File: src/rtl/spi_controller_iomem_fifo_if.sv
// iomem bus bundle between the SoC decoder (master) and the SPI controller (slave).
interface spi_controller_iomem_fifo_if;
    logic        sel;
    logic [3:0]  wstrb;
    logic [7:0]  addr;
    logic [31:0] wdata;
    logic        ready;
    logic [31:0] rdata;

    modport master (output sel, wstrb, addr, wdata, input ready, rdata);
    modport slave  (input sel, wstrb, addr, wdata, output ready, rdata);
endinterface

File: src/rtl/spi_controller_iomem_fifo.sv
// Memory-mapped single/dual/quad SPI controller with TX/RX byte FIFOs.
// CTRL at 0x00, DATA (push TX / pop RX) at 0x04, STATUS at 0x08.
module spi_controller_iomem_fifo #(
    parameter int FIFO_DEPTH = 16,
    parameter int NUM_CS     = 2
) (
    input  logic                       clk,
    input  logic                       reset,
    spi_controller_iomem_fifo_if.slave bus,
    output logic [NUM_CS-1:0]          spi_cs_n,
    output logic                       spi_clk,
    input  logic [3:0]                 spi_data_in,
    output logic [3:0]                 spi_data_out,
    output logic [3:0]                 spi_data_enable
);
    localparam int PW = $clog2(FIFO_DEPTH);
    localparam int CW = PW + 1;
    localparam logic [CW-1:0] FULL_CNT  = CW'(FIFO_DEPTH);
    localparam logic [CW-1:0] CNT_ONE   = CW'(1);
    localparam logic [CW-1:0] CNT_ZERO  = CW'(0);
    localparam logic [PW-1:0] PTR_ONE   = PW'(1);
    localparam logic [PW-1:0] PTR_ZERO  = PW'(0);
    localparam logic [31:0]   CS_MASK   = ((32'd1 << NUM_CS) - 32'd1) << 16;
    localparam logic [31:0]   CTRL_MASK = 32'h0100_FFF3 | CS_MASK;
    localparam logic [7:0]    ADDR_CTRL   = 8'h00;
    localparam logic [7:0]    ADDR_DATA   = 8'h04;
    localparam logic [7:0]    ADDR_STATUS = 8'h08;

    typedef enum logic [1:0] {
        ST_IDLE     = 2'd0,
        ST_SHIFT_LO = 2'd1,
        ST_SHIFT_HI = 2'd2,
        ST_DONE     = 2'd3
    } state_t;

    // Mode 3 is an alias of single mode; normalise once so the engine sees 0/1/2 only.
    function automatic logic [1:0] norm_mode(input logic [1:0] m);
        case (m)
            2'd1:    return 2'd1;
            2'd2:    return 2'd2;
            default: return 2'd0;
        endcase
    endfunction

    function automatic logic [3:0] bits_for(input logic [1:0] m);
        case (m)
            2'd1:    return 4'd4;
            2'd2:    return 4'd2;
            default: return 4'd8;
        endcase
    endfunction

    function automatic logic [3:0] top_bits(input logic [7:0] b, input logic [1:0] m);
        case (m)
            2'd1:    return {2'b00, b[7:6]};
            2'd2:    return b[7:4];
            default: return {3'b000, b[7]};
        endcase
    endfunction

    function automatic logic [7:0] shift_tx(input logic [7:0] b, input logic [1:0] m);
        case (m)
            2'd1:    return {b[5:0], 2'b00};
            2'd2:    return {b[3:0], 4'b0000};
            default: return {b[6:0], 1'b0};
        endcase
    endfunction

    function automatic logic [7:0] sample_rx(input logic [7:0] r, input logic [3:0] din, input logic [1:0] m);
        case (m)
            2'd1:    return {r[5:0], din[1:0]};
            2'd2:    return {r[3:0], din};
            default: return {r[6:0], din[1]};
        endcase
    endfunction

    state_t             state_r, next_state_s;
    logic [31:0]        ctrl_r;
    logic [7:0]         tx_mem_r [FIFO_DEPTH];
    logic [7:0]         rx_mem_r [FIFO_DEPTH];
    logic [PW-1:0]      tx_wptr_r, tx_rptr_r, rx_wptr_r, rx_rptr_r;
    logic [CW-1:0]      tx_count_r, rx_count_r;
    logic               tx_ovf_r, rx_ovf_r;
    logic [7:0]         tx_sh_r, rx_sh_r, div_r, div_cnt_r;
    logic [1:0]         mode_r;
    logic [3:0]         bits_left_r, spi_data_out_r;
    logic               spi_clk_r;
    logic [NUM_CS-1:0]  spi_cs_n_r;
    logic               wr_s, rd_s, flush_s, tx_nonempty_s, rx_nonempty_s;
    logic               tx_push_req_s, tx_push_s, tx_pop_s, rx_push_req_s, rx_push_s, rx_pop_s;
    logic               load_s, lo_tick_s, hi_tick_s, done_s;
    logic [1:0]         mode_s;
    logic [31:0]        status_s, rdata_s;

    assign wr_s          = bus.sel & (bus.wstrb != 4'b0000);
    assign rd_s          = bus.sel & (bus.wstrb == 4'b0000);
    assign flush_s       = wr_s & (bus.addr == ADDR_STATUS) & bus.wdata[2];
    assign tx_nonempty_s = (tx_count_r != CNT_ZERO);
    assign rx_nonempty_s = (rx_count_r != CNT_ZERO);
    assign mode_s        = norm_mode(ctrl_r[1:0]);

    // A full FIFO still accepts a push when the same cycle pops an entry.
    assign tx_push_req_s = wr_s & (bus.addr == ADDR_DATA) & bus.wstrb[0];
    assign tx_pop_s      = load_s;
    assign tx_push_s     = tx_push_req_s & ((tx_count_r != FULL_CNT) | tx_pop_s);
    assign rx_pop_s      = rd_s & (bus.addr == ADDR_DATA) & rx_nonempty_s;
    assign rx_push_req_s = done_s & ctrl_r[24];
    assign rx_push_s     = rx_push_req_s & ((rx_count_r != FULL_CNT) | rx_pop_s);

    // Next-state and per-cycle engine strobes.
    always_comb begin
        next_state_s = state_r;
        load_s       = 1'b0;
        lo_tick_s    = 1'b0;
        hi_tick_s    = 1'b0;
        done_s       = 1'b0;
        case (state_r)
            ST_IDLE: begin
                if (tx_nonempty_s) begin
                    load_s       = 1'b1;
                    next_state_s = ST_SHIFT_LO;
                end else begin
                    next_state_s = ST_IDLE;
                end
            end
            ST_SHIFT_LO: begin
                if (div_cnt_r == 8'd0) begin
                    lo_tick_s    = 1'b1;
                    next_state_s = ST_SHIFT_HI;
                end else begin
                    next_state_s = ST_SHIFT_LO;
                end
            end
            ST_SHIFT_HI: begin
                if (div_cnt_r == 8'd0) begin
                    hi_tick_s    = 1'b1;
                    next_state_s = (bits_left_r != 4'd1) ? ST_SHIFT_LO : ST_DONE;
                end else begin
                    next_state_s = ST_SHIFT_HI;
                end
            end
            ST_DONE: begin
                done_s       = 1'b1;
                next_state_s = ST_IDLE;
            end
            default: next_state_s = ST_IDLE;
        endcase
    end

    // FSM state register.
    always_ff @(posedge clk) begin
        if (reset) state_r <= ST_IDLE;
        else       state_r <= next_state_s;
    end

    // Shift engine: byte/mode/divider are latched at load so CTRL edits only affect later bytes.
    always_ff @(posedge clk) begin
        if (reset) begin
            tx_sh_r        <= 8'd0;
            rx_sh_r        <= 8'd0;
            mode_r         <= 2'd0;
            div_r          <= 8'd0;
            div_cnt_r      <= 8'd0;
            bits_left_r    <= 4'd0;
            spi_clk_r      <= 1'b0;
            spi_data_out_r <= 4'd0;
        end else if (load_s) begin
            tx_sh_r        <= tx_mem_r[tx_rptr_r];
            rx_sh_r        <= 8'd0;
            mode_r         <= mode_s;
            div_r          <= ctrl_r[15:8];
            div_cnt_r      <= ctrl_r[15:8];
            bits_left_r    <= bits_for(mode_s);
            spi_data_out_r <= top_bits(tx_mem_r[tx_rptr_r], mode_s);
        end else if (lo_tick_s) begin
            div_cnt_r <= div_r;
            spi_clk_r <= 1'b1;
            rx_sh_r   <= sample_rx(rx_sh_r, spi_data_in, mode_r);
        end else if (hi_tick_s) begin
            div_cnt_r   <= div_r;
            spi_clk_r   <= 1'b0;
            tx_sh_r     <= shift_tx(tx_sh_r, mode_r);
            bits_left_r <= bits_left_r - 4'd1;
            if (bits_left_r != 4'd1) spi_data_out_r <= top_bits(shift_tx(tx_sh_r, mode_r), mode_r);
        end else if ((state_r == ST_SHIFT_LO) || (state_r == ST_SHIFT_HI)) begin
            div_cnt_r <= div_cnt_r - 8'd1;
        end
    end

    // CTRL register with per-byte strobes; chip selects follow it one cycle later.
    always_ff @(posedge clk) begin
        if (reset) begin
            ctrl_r     <= 32'd0;
            spi_cs_n_r <= {NUM_CS{1'b1}};
        end else begin
            spi_cs_n_r <= ~ctrl_r[16 +: NUM_CS];
            if (wr_s && (bus.addr == ADDR_CTRL)) begin
                for (int i = 0; i < 4; i++) begin
                    if (bus.wstrb[i]) ctrl_r[8*i +: 8] <= bus.wdata[8*i +: 8] & CTRL_MASK[8*i +: 8];
                end
            end
        end
    end

    // TX FIFO; a flush empties it but leaves the byte already in the engine alone.
    always_ff @(posedge clk) begin
        if (reset || flush_s) begin
            tx_wptr_r  <= PTR_ZERO;
            tx_rptr_r  <= PTR_ZERO;
            tx_count_r <= CNT_ZERO;
        end else begin
            if (tx_push_s) begin
                tx_mem_r[tx_wptr_r] <= bus.wdata[7:0];
                tx_wptr_r           <= tx_wptr_r + PTR_ONE;
            end
            if (tx_pop_s) tx_rptr_r <= tx_rptr_r + PTR_ONE;
            case ({tx_push_s, tx_pop_s})
                2'b10:   tx_count_r <= tx_count_r + CNT_ONE;
                2'b01:   tx_count_r <= tx_count_r - CNT_ONE;
                default: tx_count_r <= tx_count_r;
            endcase
        end
    end

    // RX FIFO, filled from the engine when a byte completes.
    always_ff @(posedge clk) begin
        if (reset || flush_s) begin
            rx_wptr_r  <= PTR_ZERO;
            rx_rptr_r  <= PTR_ZERO;
            rx_count_r <= CNT_ZERO;
        end else begin
            if (rx_push_s) begin
                rx_mem_r[rx_wptr_r] <= rx_sh_r;
                rx_wptr_r           <= rx_wptr_r + PTR_ONE;
            end
            if (rx_pop_s) rx_rptr_r <= rx_rptr_r + PTR_ONE;
            case ({rx_push_s, rx_pop_s})
                2'b10:   rx_count_r <= rx_count_r + CNT_ONE;
                2'b01:   rx_count_r <= rx_count_r - CNT_ONE;
                default: rx_count_r <= rx_count_r;
            endcase
        end
    end

    // Sticky overflow flags, cleared by writing 1 to STATUS.
    always_ff @(posedge clk) begin
        if (reset) begin
            tx_ovf_r <= 1'b0;
            rx_ovf_r <= 1'b0;
        end else begin
            if (tx_push_req_s && !tx_push_s) tx_ovf_r <= 1'b1;
            else if (wr_s && (bus.addr == ADDR_STATUS) && bus.wdata[0]) tx_ovf_r <= 1'b0;
            if (rx_push_req_s && !rx_push_s) rx_ovf_r <= 1'b1;
            else if (wr_s && (bus.addr == ADDR_STATUS) && bus.wdata[1]) rx_ovf_r <= 1'b0;
        end
    end

    // STATUS word and combinational read mux.
    always_comb begin
        status_s            = 32'd0;
        status_s[31]        = (state_r != ST_IDLE) | tx_nonempty_s;
        status_s[16 +: CW]  = rx_count_r;
        status_s[8 +: CW]   = tx_count_r;
        status_s[1]         = rx_ovf_r;
        status_s[0]         = tx_ovf_r;
        case (bus.addr)
            ADDR_CTRL:   rdata_s = ctrl_r;
            ADDR_DATA:   rdata_s = {rx_nonempty_s, 23'd0, rx_nonempty_s ? rx_mem_r[rx_rptr_r] : 8'd0};
            ADDR_STATUS: rdata_s = status_s;
            default:     rdata_s = 32'd0;
        endcase
    end

    assign bus.ready       = 1'b1;
    assign bus.rdata       = rdata_s;
    assign spi_cs_n        = spi_cs_n_r;
    assign spi_clk         = spi_clk_r;
    assign spi_data_out    = spi_data_out_r;
    assign spi_data_enable = ctrl_r[7:4];
endmodule
File: src/flat_wrapper.sv
// flat-port wrapper written by rule: the top's interface ports become plain ports
module spi_controller_iomem_fifo_flat 
#(
    parameter int FIFO_DEPTH = 16,
    parameter int NUM_CS     = 2
)
  (clk, reset, spi_cs_n, spi_clk, spi_data_in, spi_data_out, spi_data_enable, bus_sel, bus_wstrb, bus_addr, bus_wdata, bus_ready, bus_rdata);
  spi_controller_iomem_fifo_if bus_i ();
  input  logic clk;
  input  logic reset;
  output logic [NUM_CS-1:0] spi_cs_n;
  output logic spi_clk;
  input  logic [3:0] spi_data_in;
  output logic [3:0] spi_data_out;
  output logic [3:0] spi_data_enable;
  input wire logic [$bits(bus_i.sel)-1:0] bus_sel;
  input wire logic [$bits(bus_i.wstrb)-1:0] bus_wstrb;
  input wire logic [$bits(bus_i.addr)-1:0] bus_addr;
  input wire logic [$bits(bus_i.wdata)-1:0] bus_wdata;
  output wire logic [$bits(bus_i.ready)-1:0] bus_ready;
  output wire logic [$bits(bus_i.rdata)-1:0] bus_rdata;
  assign bus_i.sel = bus_sel;
  assign bus_i.wstrb = bus_wstrb;
  assign bus_i.addr = bus_addr;
  assign bus_i.wdata = bus_wdata;
  assign bus_ready = bus_i.ready;
  assign bus_rdata = bus_i.rdata;
  spi_controller_iomem_fifo #(.FIFO_DEPTH(FIFO_DEPTH), .NUM_CS(NUM_CS)) u_core (.clk(clk), .reset(reset), .bus(bus_i), .spi_cs_n(spi_cs_n), .spi_clk(spi_clk), .spi_data_in(spi_data_in), .spi_data_out(spi_data_out), .spi_data_enable(spi_data_enable));
endmodule
File: config.mk
export PLATFORM = sky130hd
export DESIGN_NAME = spi_controller_iomem_fifo_flat
export DESIGN_NICKNAME = d
export VERILOG_FILES = /design/src/rtl/spi_controller_iomem_fifo_if.sv /design/src/rtl/spi_controller_iomem_fifo.sv /design/src/flat_wrapper.sv
export SDC_FILE = /design/constraint.sdc
export NUM_CORES = 1
export LEC_CHECK = 0
export ABC_AREA = 1
export CAP_MARGIN = 5
export CORE_ASPECT_RATIO = 1.4
export CORE_MARGIN = 5
export CORE_UTILIZATION = 40
export DETAILED_ROUTE_END_ITERATION = 6
export PLACE_DENSITY = 0.69
export SYNTH_ARGS = -nofsm -noshare
export SYNTH_HDL_FRONTEND = slang
export SYNTH_SLANG_ARGS = --single-unit
File: constraint.sdc
create_clock -name clk -period 4.62 [get_ports clk]
set_clock_uncertainty 0.05 [all_clocks]
set_input_delay 0.924 -clock clk [delete_from_list [all_inputs] [get_ports clk]]
set_output_delay 0.924 -clock clk [all_outputs]
set_load 0.02 [all_outputs]
# After elaboration in Yosys (flattened, before gate mapping)
# Memories as Yosys holds them, arrays and structs flattened. A register that Yosys moved wholly into a read port is not among the register bits.
# Cells that the tools add are included.
word_totals:
  reg_bits: 91
  ramBits: 256
  memories: 2
memory_table:
  columns: ["name", "depth", "width", "read_ports", "rd_clocked_by_memory_dff", "wr", "line", "source"]
  rows:
  - ["u_core.rx_mem_r", 16, 8, 1, 1, 1, "spi_controller_iomem_fifo.sv:80", "logic [7:0] rx_mem_r [FIFO_DEPTH];"]
  - ["u_core.tx_mem_r", 16, 8, 1, 1, 1, "spi_controller_iomem_fifo.sv:79", "logic [7:0] tx_mem_r [FIFO_DEPTH];"]
op_classes:
  addsub: 10
  n_eq_ne: 19
  mux: 51
  n_bitwise: 16
  reduce_logical: 34
op_table:
  columns: ["op", "count"]
  rows:
  - ["32-bit one-hot mux with 3 select lines", 1]
  - ["4-bit 2-to-1 mux", 11]
  - ["8-bit 2-to-1 mux", 5]
  - ["8-bit one-hot mux with 2 select lines", 2]
  - ["4-bit one-hot mux with 2 select lines", 3]
  - ["7-bit 2-to-1 mux", 3]
  - ["5-bit one-hot mux with 2 select lines", 2]
  - ["1-bit 2-to-1 mux", 19]
  - ["4-bit by 1-bit adder with 4-bit output (second input constant)", 4]
  - ["8-bit logical NOT", 2]
  - ["2-bit nonzero test", 8]
  - ["2-bit equality test (second input constant)", 7]
  - ["2-bit by 1-bit equality test with 1-bit output (second input constant)", 6]
  - ["2-bit AND reduction", 6]
  - ["1-bit bitwise AND", 11]
  - ["5-bit by 1-bit adder with 5-bit output (second input constant)", 2]
  - ["5-bit != test (second input constant)", 2]
  - ["5-bit nonzero test", 2]
  - ["5-bit by 1-bit subtractor with 5-bit output (second input constant)", 2]
  - ["8-bit by 3-bit equality test with 1-bit output (second input constant)", 1]
  - ["8-bit by 4-bit equality test with 1-bit output (second input constant)", 1]
  - ["2-bit one-hot mux with 4 select lines", 1]
  - ["4-bit nonzero test", 2]
  - ["8-bit by 1-bit subtractor with 8-bit output (second input constant)", 1]
  - ["15 further kinds", 26]

# Longest topological paths before layout
logic_depth:
  depth_word: 9
  depth_mapped: 17
  mapped_depth_nobuf: 17

# Worst setup path before layout
# No wires, ideal clock.
synth_timing:
  path_type: "in2out"
  startpoint: "in bus_addr[7]"
  endpoint: "out bus_rdata[10]"
  t_arrival_ns: 2.097
  t_required_ns: 3.646
  path_slack_ns: 1.549
  stages: 5
  path_buffers: 0
  cell_sequence: "nor2_1 > nand2_2 > nor4_4 > clkinv_1 > o22ai_1"
synth_between:
  elab_chain_cells: 2
synth_rtl:
  columns: ["item", "line", "source"]
  rows:
  - ["start, declared", "flat_wrapper.sv:18", "input wire logic [$bits(bus_i.addr)-1:0] bus_addr;"]
  - ["8-bit by 4-bit equality test with 1-bit output (tied with other cells)", "spi_controller_iomem_fifo.sv:266", "case (bus.addr)"]
  - ["32-bit one-hot mux with 3 select lines (*)", "spi_controller_iomem_fifo.sv:266", null]
  - ["end, declared", "flat_wrapper.sv:21", "output wire logic [$bits(bus_i.rdata)-1:0] bus_rdata;"]
# Every way passes the cells marked *; elsewhere a longest branch is shown, timed or not.

==> qor.txt <==
Status -> finished clean
Endpoint class of the critical path -> output port
Slowest Stage Delay on Critical Path -> 0.63 ns
Vias in the first global route -> 11,500
Sequential element share of the synthesized area -> 61.0%
Die height -> 246 microns
Setup WS pre-CTS -> 0.530 ns
Crit path arrival time -> 3.20 ns
Initial drt markers -> 870
Fin crit share -> 90.3%
Post-synth EDFFs -> 256
Grt total ovfl -> 0
DRC -> 0
Post-route antenna net violation count -> 0
Diodes inserted -> 0
Setup WS post-layout -> 0.449 ns
Fmax -> 240 MHz
CP endpoint -> bus_rdata[7]
First-pass DRT Iterations -> 5
Yosys reg bits -> 355
Power per cell area -> 485 nW/um^2
Hold WC Path Type -> flop to flop
CTS Sinks -> 355
Initial Utilization -> 40.3%
Avg WL per Cell -> 18.0 microns
CTS tree -> done
Cts bufs inserted -> 35
CP dominant cell by count -> o21ai_0
Largest net degree at the start of global routing -> 66
R2R Setup Slk -> 1.48 ns
Initial antenna violation count -> 1
Core ar. -> 39,300 sq um
Setup TNS Final -> 0 ns
Prevailing post-synth register cell -> edfxtp_1
Die W -> 178 microns
Leak pwr -> 0.00653 uW
Slew @ Worst Pin -> 1.05 ns
Avg Cell Area, Syn -> 9.93 sq um
DIE AREA -> 43,800 sq um
Synth async-reset ratio -> 0%
Cells on worst reg2reg path -> 14
Critical path peak fanout -> 64
Setup CP Type -> flop to output port
HPWL Detailed -> 26,800 microns
GRT Util Overall -> 18.0%
CP required -> 3.65 ns
Nets -> 1,722
Total setup buffers inserted after CTS -> 0
Most common cell after layout, fill and taps aside -> nand2_1
Mapped Cells -> 1,596
Clock buffer depth -> 3
CP Launch Type -> flop
Skew-Pair Late Insertion Delay -> 0.53 ns
Reg2Reg Launch Point -> u_core.state_r[0]$_SDFF_PP0_
Final Setup Violations -> 0
Minimum clock period -> 4.17 ns
Peak VDD IR -> 0.332 mV
Global placer's final weighted congestion -> 0.891
R2r endpoint -> u_core.tx_count_r[4]$_SDFFE_PP0P_
Area Growth Syn to Fin -> 14.0%
MaxCap Viol Count -> 0
RSZ-0062 raised after global routing -> false
Layout cells sized above 1 -> 7.86%
IO Port Bufs -> 71
CP cell instances -> buf_4 > or2_2 > o211ai_1 > o21ai_0 > o22ai_1 > nand2_1 > nand3_1 > o21ai_0 > clkdlybuf4s50_1
Post-CTS Hold Buffers -> 0
IO Pins -> 95
Htree depth -> 2
Syn Std Cell Area -> 15,800 sq um
Row count -> 86
Fin. max-slew vios -> 0
Avg Vias per Cell -> 5.23
DR vias -> 11,500
CTS clk-pin slew, worst paths -> 0.06 ns
Post_cts resized -> 0
Crit path max-delay cell type -> clkdlybuf4s50_1
Synth cell types -> 46
Synth Warn # -> 0
Global-route wire length before repair -> 61,800 microns
Total wire length -> 39,400 microns
Fin. Hold Viols -> 0
Final core occ -> 46.0%
Most frequent cells in the layout -> 298 x nand2_1, 256 x edfxtp_1, 162 x nor2_1, 146 x inv_1, 142 x nand3_1
Root Driver -> clkbuf_16
Slew headroom -> 29.8%
-- metrics by stage --
step / power (uW) / cells / hold slack (ns) / area (sq um)
finish: 8760 / 2194 / 0.344 / 18100
global placement: 5870 / 2131 / 0.321 / 16900
detailed placement: 5930 / 2131 / 0.325 / 16900
floorplan: 5350 / 1604 / 0.316 / 15900
global route: 9230 / 2194 / 0.359 / 18100
CTS: 8810 / 2194 / 0.339 / 18100
-- worst min path at each step --
stage               cells past startpoint                            end  slack, ns                            from
floorplan                               1  u_core.spi_cs_n[0]$_SDFF_PP1_       0.32  u_core.ctrl_r[16]$_SDFFE_PP0P_
global placement                        1  u_core.spi_cs_n[1]$_SDFF_PP1_       0.32  u_core.ctrl_r[17]$_SDFFE_PP0P_
detailed placement                      1  u_core.spi_cs_n[0]$_SDFF_PP1_       0.32  u_core.ctrl_r[16]$_SDFFE_PP0P_
CTS                                     1  u_core.spi_cs_n[0]$_SDFF_PP1_       0.34  u_core.ctrl_r[16]$_SDFFE_PP0P_
global route                            1  u_core.spi_cs_n[1]$_SDFF_PP1_       0.36  u_core.ctrl_r[17]$_SDFFE_PP0P_
finish                                  1  u_core.spi_cs_n[1]$_SDFF_PP1_       0.34  u_core.ctrl_r[17]$_SDFFE_PP0P_
-- state kept, by name, summed over array words and instances, names as in the netlist, 4 cells and up, named ones only --
register / flops
u_core.bits_left_r: 4
u_core.ctrl_r: 17
u_core.div_cnt_r: 8
u_core.div_r: 8
u_core.rx_count_r: 5
u_core.rx_mem_r: 128
u_core.rx_rptr_r: 4
u_core.rx_sh_r: 8
u_core.rx_wptr_r: 4
u_core.spi_data_out: 4
u_core.tx_count_r: 5
u_core.tx_mem_r: 128
u_core.tx_rptr_r: 4
u_core.tx_sh_r: 7
u_core.tx_wptr_r: 4
-- logic make-up after synthesis --
family	Yosys count	share of synthesized area [%]
simple gates	659	18.4
buf+inv	248	6.71
other cells	2	0.0474
compound gates	285	10.4
fa+ha+maj	31	2.54
flops	355	61.0
xor+xnor	16	0.884
-- Yosys cell counts (4+ instances only) --
| library cell | instances | area (sq um) |
|---|---|---|
| a32oi_1 | 4 | 35.0 |
| or2_2 | 9 | 56.3 |
| inv_1 | 146 | 548 |
| nand3_1 | 142 | 711 |
| nor2_2 | 5 | 31.3 |
| nand4_1 | 9 | 56.3 |
| buf_6 | 4 | 45.0 |
| a21oi_1 | 72 | 360 |
| o21ai_0 | 118 | 591 |
| edfxtp_1 | 256 | 7690 |
| buf_2 | 21 | 105 |
| o32ai_1 | 4 | 35.0 |
| nand2_1 | 298 | 1120 |
| nor2_4 | 9 | 101 |
| nor2_1 | 162 | 608 |
| clkbuf_1 | 38 | 143 |
| inv_2 | 13 | 48.8 |
| xor2_1 | 12 | 105 |
| ha_1 | 29 | 363 |
| xnor2_1 | 4 | 35.0 |
| nand2_4 | 5 | 56.3 |
| o22ai_1 | 25 | 156 |
| dfxtp_1 | 99 | 1980 |
| buf_4 | 19 | 143 |
| a31oi_1 | 9 | 56.3 |
| o211ai_1 | 28 | 210 |
| a211oi_1 | 5 | 37.5 |
| nand2_2 | 11 | 68.8 |
| a41oi_1 | 5 | 43.8 |
| o21ai_2 | 5 | 43.8 |
-- report_power, final --
group          switching, uW  total (uW)  internal, uW  leakage [uW]
combinational           1410        2050           646       0.00282
sequential               199        3820          3620       0.00314
clock                   1190        2890          1700      0.000570
total                   2800        8760          5970       0.00653
-- worst max-delay path: cells and delay by family (launching register included) --
family,cells,cell delay [ns]
flops,1,0.33
simple gates,3,0.57
buf+inv,2,1.16
compound gates,4,0.58
-- layout make-up --
cell class	instances	area [sq um]
clock buffer	43	916
clock inverter	20	246
fill	3585	21200
inverter	164	621
multi-input combinational	1001	5140
sequential	355	9670
tap	528	661
timing repair buffer	83	801
-- metal layers --
layer  GRT usage [%]  up-vias  share of wire (%)
met2            32.4      361                 52
met3            2.72      117                4.8
li1                -     5521                  -
met5               0        -                  0
met4            9.87        0                5.8
met1            20.1     5485                 37
No activity file was read; power rests on OpenSTA's default activity.
